<file path="src/rtl/mem_pkg.sv">
// Shared request/response layout for caches, memory model and arbiter.
// Request:  {data, type, valid, addr[31:0]}
// Response: {data, ready}
package mem_pkg;

  localparam int unsigned ADDR_W         = 32;
  localparam int unsigned ADDR_LSB       = 0;
  localparam int unsigned VALID_BIT      = 32;
  localparam int unsigned TYPE_BIT       = 33;
  localparam int unsigned DATA_LSB       = 34;
  localparam int unsigned REQ_CTRL_W     = 34;

  localparam int unsigned RESP_READY_BIT = 0;
  localparam int unsigned RESP_DATA_LSB  = 1;

  localparam logic REQUEST_READ  = 1'b0;
  localparam logic REQUEST_WRITE = 1'b1;

  // Full request width for a given cache block size.
  function automatic int unsigned req_width(input int unsigned block_bits);
    return REQ_CTRL_W + block_bits;
  endfunction

endpackage

</file>
<file path="src/rtl/rr_arbiter2.sv">
// Two-way round-robin decision: on contention, grant the port not granted last.
module rr_arbiter2 (
  input  logic valid0,
  input  logic valid1,
  input  logic last_grant,
  output logic grant_valid,
  output logic grant_idx
);

  // Single requester wins outright; contention alternates against last grant.
  always_comb begin
    grant_valid = valid0 | valid1;
    grant_idx   = 1'b0;
    if (valid0 && valid1) begin
      grant_idx = ~last_grant;
    end else if (valid1) begin
      grant_idx = 1'b1;
    end
  end

endmodule

</file>
<file path="src/rtl/mem_arbiter.sv">
// Arbitrates instruction-cache (port 0) and data-cache (port 1) requests onto one
// memory port. One transaction in flight; responses return as one-cycle ready pulses.
module mem_arbiter
  import mem_pkg::*;
#(
  parameter int unsigned BLOCK_BITS = 128,
  parameter int unsigned TIMEOUT    = 64
) (
  input  logic                             CLK,
  input  logic                             RST,
  input  logic [REQ_CTRL_W+BLOCK_BITS-1:0] Req0,
  input  logic [REQ_CTRL_W+BLOCK_BITS-1:0] Req1,
  output logic [BLOCK_BITS:0]              Resp0,
  output logic [BLOCK_BITS:0]              Resp1,
  output logic [REQ_CTRL_W+BLOCK_BITS-1:0] MemReq,
  input  logic [BLOCK_BITS:0]              MemResp,
  output logic                             ErrTimeout
);

  localparam int unsigned ReqW    = REQ_CTRL_W + BLOCK_BITS;
  localparam int unsigned CntW    = (TIMEOUT > 1) ? $clog2(TIMEOUT) : 1;
  localparam logic [CntW-1:0] CntLast = CntW'(TIMEOUT - 1);

  typedef enum logic [1:0] {StIdle, StBusy, StResp, StHold} state_e;

  state_e                state_q;
  logic [CntW-1:0]       cnt_q;
  logic                  port_q;
  logic                  last_q;

  logic                  grant_valid;
  logic                  grant_idx;
  logic [ReqW-1:0]       grant_req;
  logic                  granted_valid;
  logic [BLOCK_BITS-1:0] mem_data;

  rr_arbiter2 u_rr (
    .valid0      (Req0[VALID_BIT]),
    .valid1      (Req1[VALID_BIT]),
    .last_grant  (last_q),
    .grant_valid (grant_valid),
    .grant_idx   (grant_idx)
  );

  assign grant_req     = grant_idx ? Req1 : Req0;
  assign granted_valid = port_q ? Req1[VALID_BIT] : Req0[VALID_BIT];
  assign mem_data      = MemResp[BLOCK_BITS:RESP_DATA_LSB];

  // Transaction FSM; all outputs registered so MemReq ignores Req changes after grant.
  always_ff @(posedge CLK or negedge RST) begin
    if (!RST) begin
      state_q    <= StIdle;
      cnt_q      <= '0;
      port_q     <= 1'b0;
      last_q     <= 1'b0;
      MemReq     <= '0;
      Resp0      <= '0;
      Resp1      <= '0;
      ErrTimeout <= 1'b0;
    end else begin
      unique case (state_q)
        StIdle: begin
          if (grant_valid) begin
            MemReq  <= grant_req;
            port_q  <= grant_idx;
            last_q  <= grant_idx;
            cnt_q   <= '0;
            state_q <= StBusy;
          end
        end
        StBusy: begin
          if (MemResp[RESP_READY_BIT]) begin
            MemReq[VALID_BIT] <= 1'b0;
            if (port_q) Resp1 <= {mem_data, 1'b1};
            else        Resp0 <= {mem_data, 1'b1};
            state_q <= StResp;
          end else if (cnt_q == CntLast) begin
            // Abort: answer the requester with zero data and flag it permanently.
            MemReq[VALID_BIT] <= 1'b0;
            ErrTimeout        <= 1'b1;
            if (port_q) Resp1 <= {{BLOCK_BITS{1'b0}}, 1'b1};
            else        Resp0 <= {{BLOCK_BITS{1'b0}}, 1'b1};
            state_q <= StResp;
          end else begin
            cnt_q <= cnt_q + CntW'(1);
          end
        end
        StResp: begin
          Resp0[RESP_READY_BIT] <= 1'b0;
          Resp1[RESP_READY_BIT] <= 1'b0;
          state_q               <= StHold;
        end
        StHold: begin
          // Wait for the served requester to retire its request before re-arbitrating.
          if (!granted_valid) state_q <= StIdle;
        end
        default: state_q <= StIdle;
      endcase
    end
  end

endmodule

</file>
<file path="config.mk">
export PLATFORM = sky130hd
export DESIGN_NAME = mem_arbiter
export DESIGN_NICKNAME = d
export VERILOG_FILES = /design/src/rtl/mem_pkg.sv /design/src/rtl/rr_arbiter2.sv /design/src/rtl/mem_arbiter.sv
export SDC_FILE = /design/constraint.sdc
export NUM_CORES = 1
export LEC_CHECK = 0
export ABC_AREA = 1
export CORE_AREA = 2 2 341 343
export CTS_CLUSTER_SIZE = 14
export DETAILED_ROUTE_END_ITERATION = 16
export DIE_AREA = 0 0 343 345
export PLACE_DENSITY_LB_ADDON = 0.3
export REMOVE_ABC_BUFFERS = 1
export SYNTH_ARGS = -nofsm -noshare
export SYNTH_HDL_FRONTEND = slang
export SYNTH_HIERARCHICAL = 1
export SYNTH_SLANG_ARGS = --single-unit
</file>
<file path="constraint.sdc">
create_clock -name CLK -period 1.7 [get_ports CLK]
set_clock_uncertainty 0.15 [all_clocks]
set_input_delay 0.425 -clock CLK [delete_from_list [all_inputs] [get_ports CLK]]
set_output_delay 0.425 -clock CLK [all_outputs]
set_load 0.05 [all_outputs]
</file>
* Yosys cells after proc, flatten, opt, wreduce, memory -nomap -nowiden
Cells that the tools add are included.
** Storage, ports and cells
- Register bits :: 430
- Input bits :: 455
- Output and inout bits :: 421
- Logic and storage cells :: 66
** Cells by class
- Add/subtract/negate cells :: 1
- Eq/ne operators :: 11
- Mux-type cells :: 27
- Bitwise operators :: 3
- Reduce and logical (&&, ||, !) cells :: 14
** Operator list (count)
- 129-bit 2-to-1 mux :: 8
- 162-bit 2-to-1 mux :: 1
- 33-bit 2-to-1 mux :: 1
- 3-bit AND reduction :: 7
- 6-bit 2-to-1 mux :: 3
- 2-bit inequality test (second input constant) :: 6
- 6-bit one-hot mux with 2 select lines :: 1
- 2-bit 2-to-1 mux :: 4
- 2-bit one-hot mux with 4 select lines :: 1
- 6-bit by 1-bit adder with 6-bit output (second input constant) :: 1
- 6-bit == test (second input constant) :: 1
- 1-bit one-hot mux with 2 select lines :: 3
- 2-bit nonzero test :: 3
- 1-bit 2-to-1 mux :: 5
- 2-bit == test (second input constant) :: 2
- 4-bit AND reduction :: 1
- 3-bit inequality test (second input constant) :: 1
- 2-bit by 1-bit == test with 1-bit output (second input constant) :: 1
- 2-bit logical NOT :: 1
- 1-bit NOT :: 2
- 2-bit AND reduction :: 1
- 1-bit logical AND :: 1
- 1-bit OR :: 1

* Longest topological paths before layout
- Depth in word-level cells :: 5
- Depth in mapped cells :: 9
- Depth with buffers taken out :: 8

* Hierarchy
The synthesis kept the hierarchy.
** By module, submodules not included
- mem_arbiter :: times used 1, cells each 2120, area an instance 18418.9 um^2
- rr_arbiter2 :: times used 1, cells each 3, area an instance 15.0 um^2

* Worst setup path after synthesis
OpenSTA, ideal clock, no wires.
- Path type :: input to register
- Start :: input port Req1[32]
- End :: register MemReq[112]
- Setup time :: 77 ps
- Data arrival time :: 1463 ps
- Setup slack :: 10 ps
- Stages on the path :: 7
- Path buffers :: 3
- Cell sequence :: or2_1 > nand2_1 > buf_2 > buf_2 > buf_2 > a21oi_1 > a21oi_1
** Between the ends
- Longest elaborated chain between the ends :: 3
** Ends and longest elaborated chain
- from (decl) :: line mem_arbiter.sv:12 : input logic [REQ_CTRL_W+BLOCK_BITS-1:0] Req1,
- 1-bit 2-to-1 mux / 1-bit logical AND (equally long branches) :: line rr_arbiter2.sv:16, rr_arbiter2.sv:14
- 1-bit 2-to-1 mux :: line rr_arbiter2.sv:14 : if (valid0 && valid1) begin
- 162-bit 2-to-1 mux :: line mem_arbiter.sv:45 : assign grant_req = grant_idx ? Req1 : Req0;
- to (signal assigned) :: line mem_arbiter.sv:64 : MemReq <= grant_req;
- to (decl) :: line mem_arbiter.sv:15 : output logic [REQ_CTRL_W+BLOCK_BITS-1:0] MemReq,
Parallel ways exist; a longest one is shown, timed or not.
A chain may end at the register's enable or synchronous reset.

* Worst setup path in the final report
- Start :: register cnt_q[1]
- End :: register Resp1[103]
** Between the ends
- Longest elaborated chain between the ends :: 3
** Ends and longest elaborated chain
- from (decl) :: line mem_arbiter.sv:27 : logic [CntW-1:0] cnt_q;
- from (signal assigned) :: line mem_arbiter.sv:85 : cnt_q <= cnt_q + CntW'(1);
- 6-bit == test :: line mem_arbiter.sv:77 : end else if (cnt_q == CntLast) begin
- 2-bit nonzero test (no line)
- 3-bit AND reduction (no line)
- to (signal assigned) :: line mem_arbiter.sv:74 : if (port_q) Resp1 <= {mem_data, 1'b1};
- to (signal assigned) :: line mem_arbiter.sv:81 : if (port_q) Resp1 <= {{BLOCK_BITS{1'b0}}, 1'b1};
- to (decl) :: line mem_arbiter.sv:14 : output logic [BLOCK_BITS:0] Resp1,
No other way between the ends.

==> run_results.csv <==
group,metric,value,unit
yosys,syn_inst,2123,
grt,grt_pass1_wl,151,mm
yosys,yosysTopAreaCellShare,0.584,
critical_path,crit_slowest_cell,"dfrtp_1",
outcome,status,"complete, but fails checks",
power,power_frac_comb,0.656,
critical_path,worstReg2RegStart,"cnt_q[1]$_DFFE_PN0P_",
clock_network,clock_latency,0.61,ns
power,design_power_total,96.1,mW
route,drtAntennaViolNets,0,
cells_and_area,final_cell_count_no_fill,4910,
cells_and_area,nets,3789,
yosys,synth_area_leaders,"dfrtp_1 58%, nand2_1 14%, a21oi_1 8.9%, nand4_1 8.8%, nor2_1 3.4%",
clock_network,clock_path_buffers,3,
cells_and_area,fin_util,0.367,
clock_network,numCtsBuffers,54,
placed_design,dp_cells,4522,
floorplanning,die_w,343,um
critical_path,worstPathArrival,2.22,ns
timing,min_period_over_period,1.09,
timing,setup_tns,-57.99,ns
power,netSwitchingPower,43.6,mW
route,dr.pass1.iters,5,
route,drt_wl_total,112,mm
placed_design,pre_cts_ws,-0.700,ns
critical_path,crit_required,2.07,ns
route,vias,20952,
timing,setup-violations-final,766,
worst_hold_path,min_path_type,"input port to flop",
critical_path,critPathMaxStageDelay,0.35,ns
power,p_per_area,2280,nW/um^2
power,ir_drop,1.14,mV
yosys,synth_seq_cells,430,
power,clock_power_share,0.124,
yosys,seq_area_frac_synth,0.584,
critical_path,cp-start-kind,"flop",
power,p_seq_frac,0.220,
placed_design,placed_cell_area,34600,sq um
power,p_leak,18.7,nW
floorplanning,io_pins,876,
floorplanning,start_util,0.160,
yosys,synth_edf_count,0,
critical_path,reg2regPathDepth,9,
cells_and_area,layout-drive-gt1-share,0.425,
placed_design,gp_congestion,0.843,
critical_path,endpoint,"Resp1[103]$_DFFE_PN0P_",
outcome,violations,"setup timing",
yosys,ys_warn_count,6,
timing,hold_viol_final,0,
grt,antenna_found_initial,34,
timing,rsz0062_at_grt,"yes",
clock_network,cts.sinks,430,
yosys,ys_top_cells_by_count,"703 x nand2_1, 430 x dfrtp_1, 326 x a21oi_1, 258 x nand4_1, 166 x nor2_1",
clock_network,cts_tree,"built",
floorplanning,core_area,115000,sq um
yosys,synthArstFlopShare,1.00,
floorplanning,dieArea,118000,sq um
grt,track_usage,0.174,
clock_network,clk_pin_slew_worst_paths,0.06,ns
timing,slew_viol_final,0,
route,drt_iter0_markers,1141,
grt,grt.overflow.total,0,
yosys,synthDistinctLibCells,23,
critical_path,r2r_end,"Resp1[103]$_DFFE_PN0P_",
route,route.detailed.drc,0,
critical_path,critPathMaxFanout,8,
timing,fin_hold_ws,0.136,ns
grt,grt_max_degree,80,
yosys,synthFlopType,"dfrtp_1",
critical_path,critical_path.startpoint,"cnt_q[1]$_DFFE_PN0P_",
critical_path,crit_chain,"ha_2 -> nand3_4 -> o21bai_4 -> nand3_4 -> buf_12 -> buf_16 -> clkbuf_16 -> nand2_2 -> nand2_1",
critical_path,cpMostUsedCell,"nand3_4",
critical_path,setup.worst_path.end_class,"flop",
yosys,synth_top_area_cell,"dfrtp_1",
critical_path,crit_type,"flop to flop",
timing,worst_slack,-0.146,ns
timing,fmax,542,MHz
flow_run,max_cap_viol_count,0,
critical_path,reg2reg_slack,-0.15,ns
clock_network,htree_levels,2,
timing,worst_pin_slew,0.572,ns
yosys,synth_most_common_cell,"nand2_1",
placed_design,place_hpwl,78.5,mm
yosys,synth.avg_cell_area,8.68,sq um
placed_design,port_buffers,875,
cells_and_area,final_area,42200,sq um
yosys,syn_area,18400,sq um
timing,slew_headroom,0.619,
cells_and_area,syn_to_final_growth,129,%
floorplanning,dieHeight,345,um
power,internal_power,52.4,mW
power,power.share.switching,0.454,
timing,period_minus_slack,1.85,ns
floorplanning,num_rows,125,
grt,grt_pass1_vias,20480,
clock_network,cts_root_buffer,"clkbuf_16",
route,vias_per_cell,4.27,
route,drt-wirelength-per-cell,22.9,um
logic make-up (layout without fill, tap and decap cells):
group | count (synthesis) | count (layout) | share of synthesized area
compound gates | 345 | 345 | 0.0945
fa+ha+maj | 5 | 5 | 0.00339
buf+inv | 202 | 1451 | 0.0495
flops | 430 | 430 | 0.584
other cells | 0 | 14 | 0
simple gates | 1141 | 1141 | 0.269
sequential cells by signal, indices dropped and copies added, names as in the netlist:
register,count
cnt_q,6
state_q,2
last_q,1
MemReq,162
Resp1,129
ErrTimeout,1
Resp0,129
routing by layer:
metal / share of wire / track usage
met5: 0.0014 / 0
met4: 0.037 / 0.0638
met3: 0.10 / 0.0729
met2: 0.49 / 0.288
met1: 0.37 / 0.199
critical path, delay by kind of cell (launching register included):
kind            cells  cell delay, ns
compound gates      1            0.18
fa+ha+maj           1            0.22
buf+inv             3            0.52
flops               1            0.35
simple gates        4            0.29
power by group through the flow:
stage / combinational (mW) / sequential, mW / clock (mW)
after floorplan: 6.67 / 35.1 / 0
after global placement: 52.9 / 20.9 / 0
after CTS: 57.9 / 20.9 / 12.2
after global routing: 65.9 / 21.5 / 12.6
after detailed placement: 53.1 / 20.9 / 0
final: 63.1 / 21.1 / 11.9
worst min path at each step:
stage / start / slack [ns] / cells after the start / to
floorplan: RST / -0.02 / 0 / ErrTimeout$_DFFE_PN0P_
global placement: RST / 0.09 / 1 / Resp1[21]$_DFFE_PN0P_
detailed placement: RST / 0.09 / 1 / Resp1[21]$_DFFE_PN0P_
CTS: MemResp[0] / 0.06 / 4 / Resp1[60]$_DFFE_PN0P_
global route: MemResp[0] / 0.11 / 4 / Resp1[60]$_DFFE_PN0P_
finish: MemResp[0] / 0.14 / 4 / Resp1[60]$_DFFE_PN0P_
what timing repair did:
item | CTS | global route
hold buffers | 2 | 0
setup buffers | 102 | 117
cloned | 30 | 32
endpoints found under the setup margin | 831 | 837
endpoints found under the hold margin | 430 | 0
pin swaps | 55 | 67
gates resized for setup | 260 | 486
cell type report:
type                            instances  area [sq um]
Antenna cell                           14          35.0
Clock buffer                           83          1570
Clock inverter                         16           209
Fill cell                           11313         72900
Inverter                               14           110
Multi-Input combinational cell       1491          8710
Sequential cell                       430         10800
Tap cell                             1524          1910
Timing Repair Buffer                 1336         18800
Timing Repair inverter                  2          36.3
layout by cell type (no fill, tap or decap), types with 119 or more instances in the layout:
cell / synthesis / routed
buf_4: 5 / 277
dfrtp_1: 430 / 373
clkdlybuf4s50_1: 0 / 452
a21oi_1: 326 / 171
buf_12: 0 / 485
nand4_1: 258 / 258
a21oi_2: 0 / 124
nor2_1: 166 / 119
nand2_1: 703 / 517
nand2_2: 0 / 126
(Power assumes the default switching activity.)
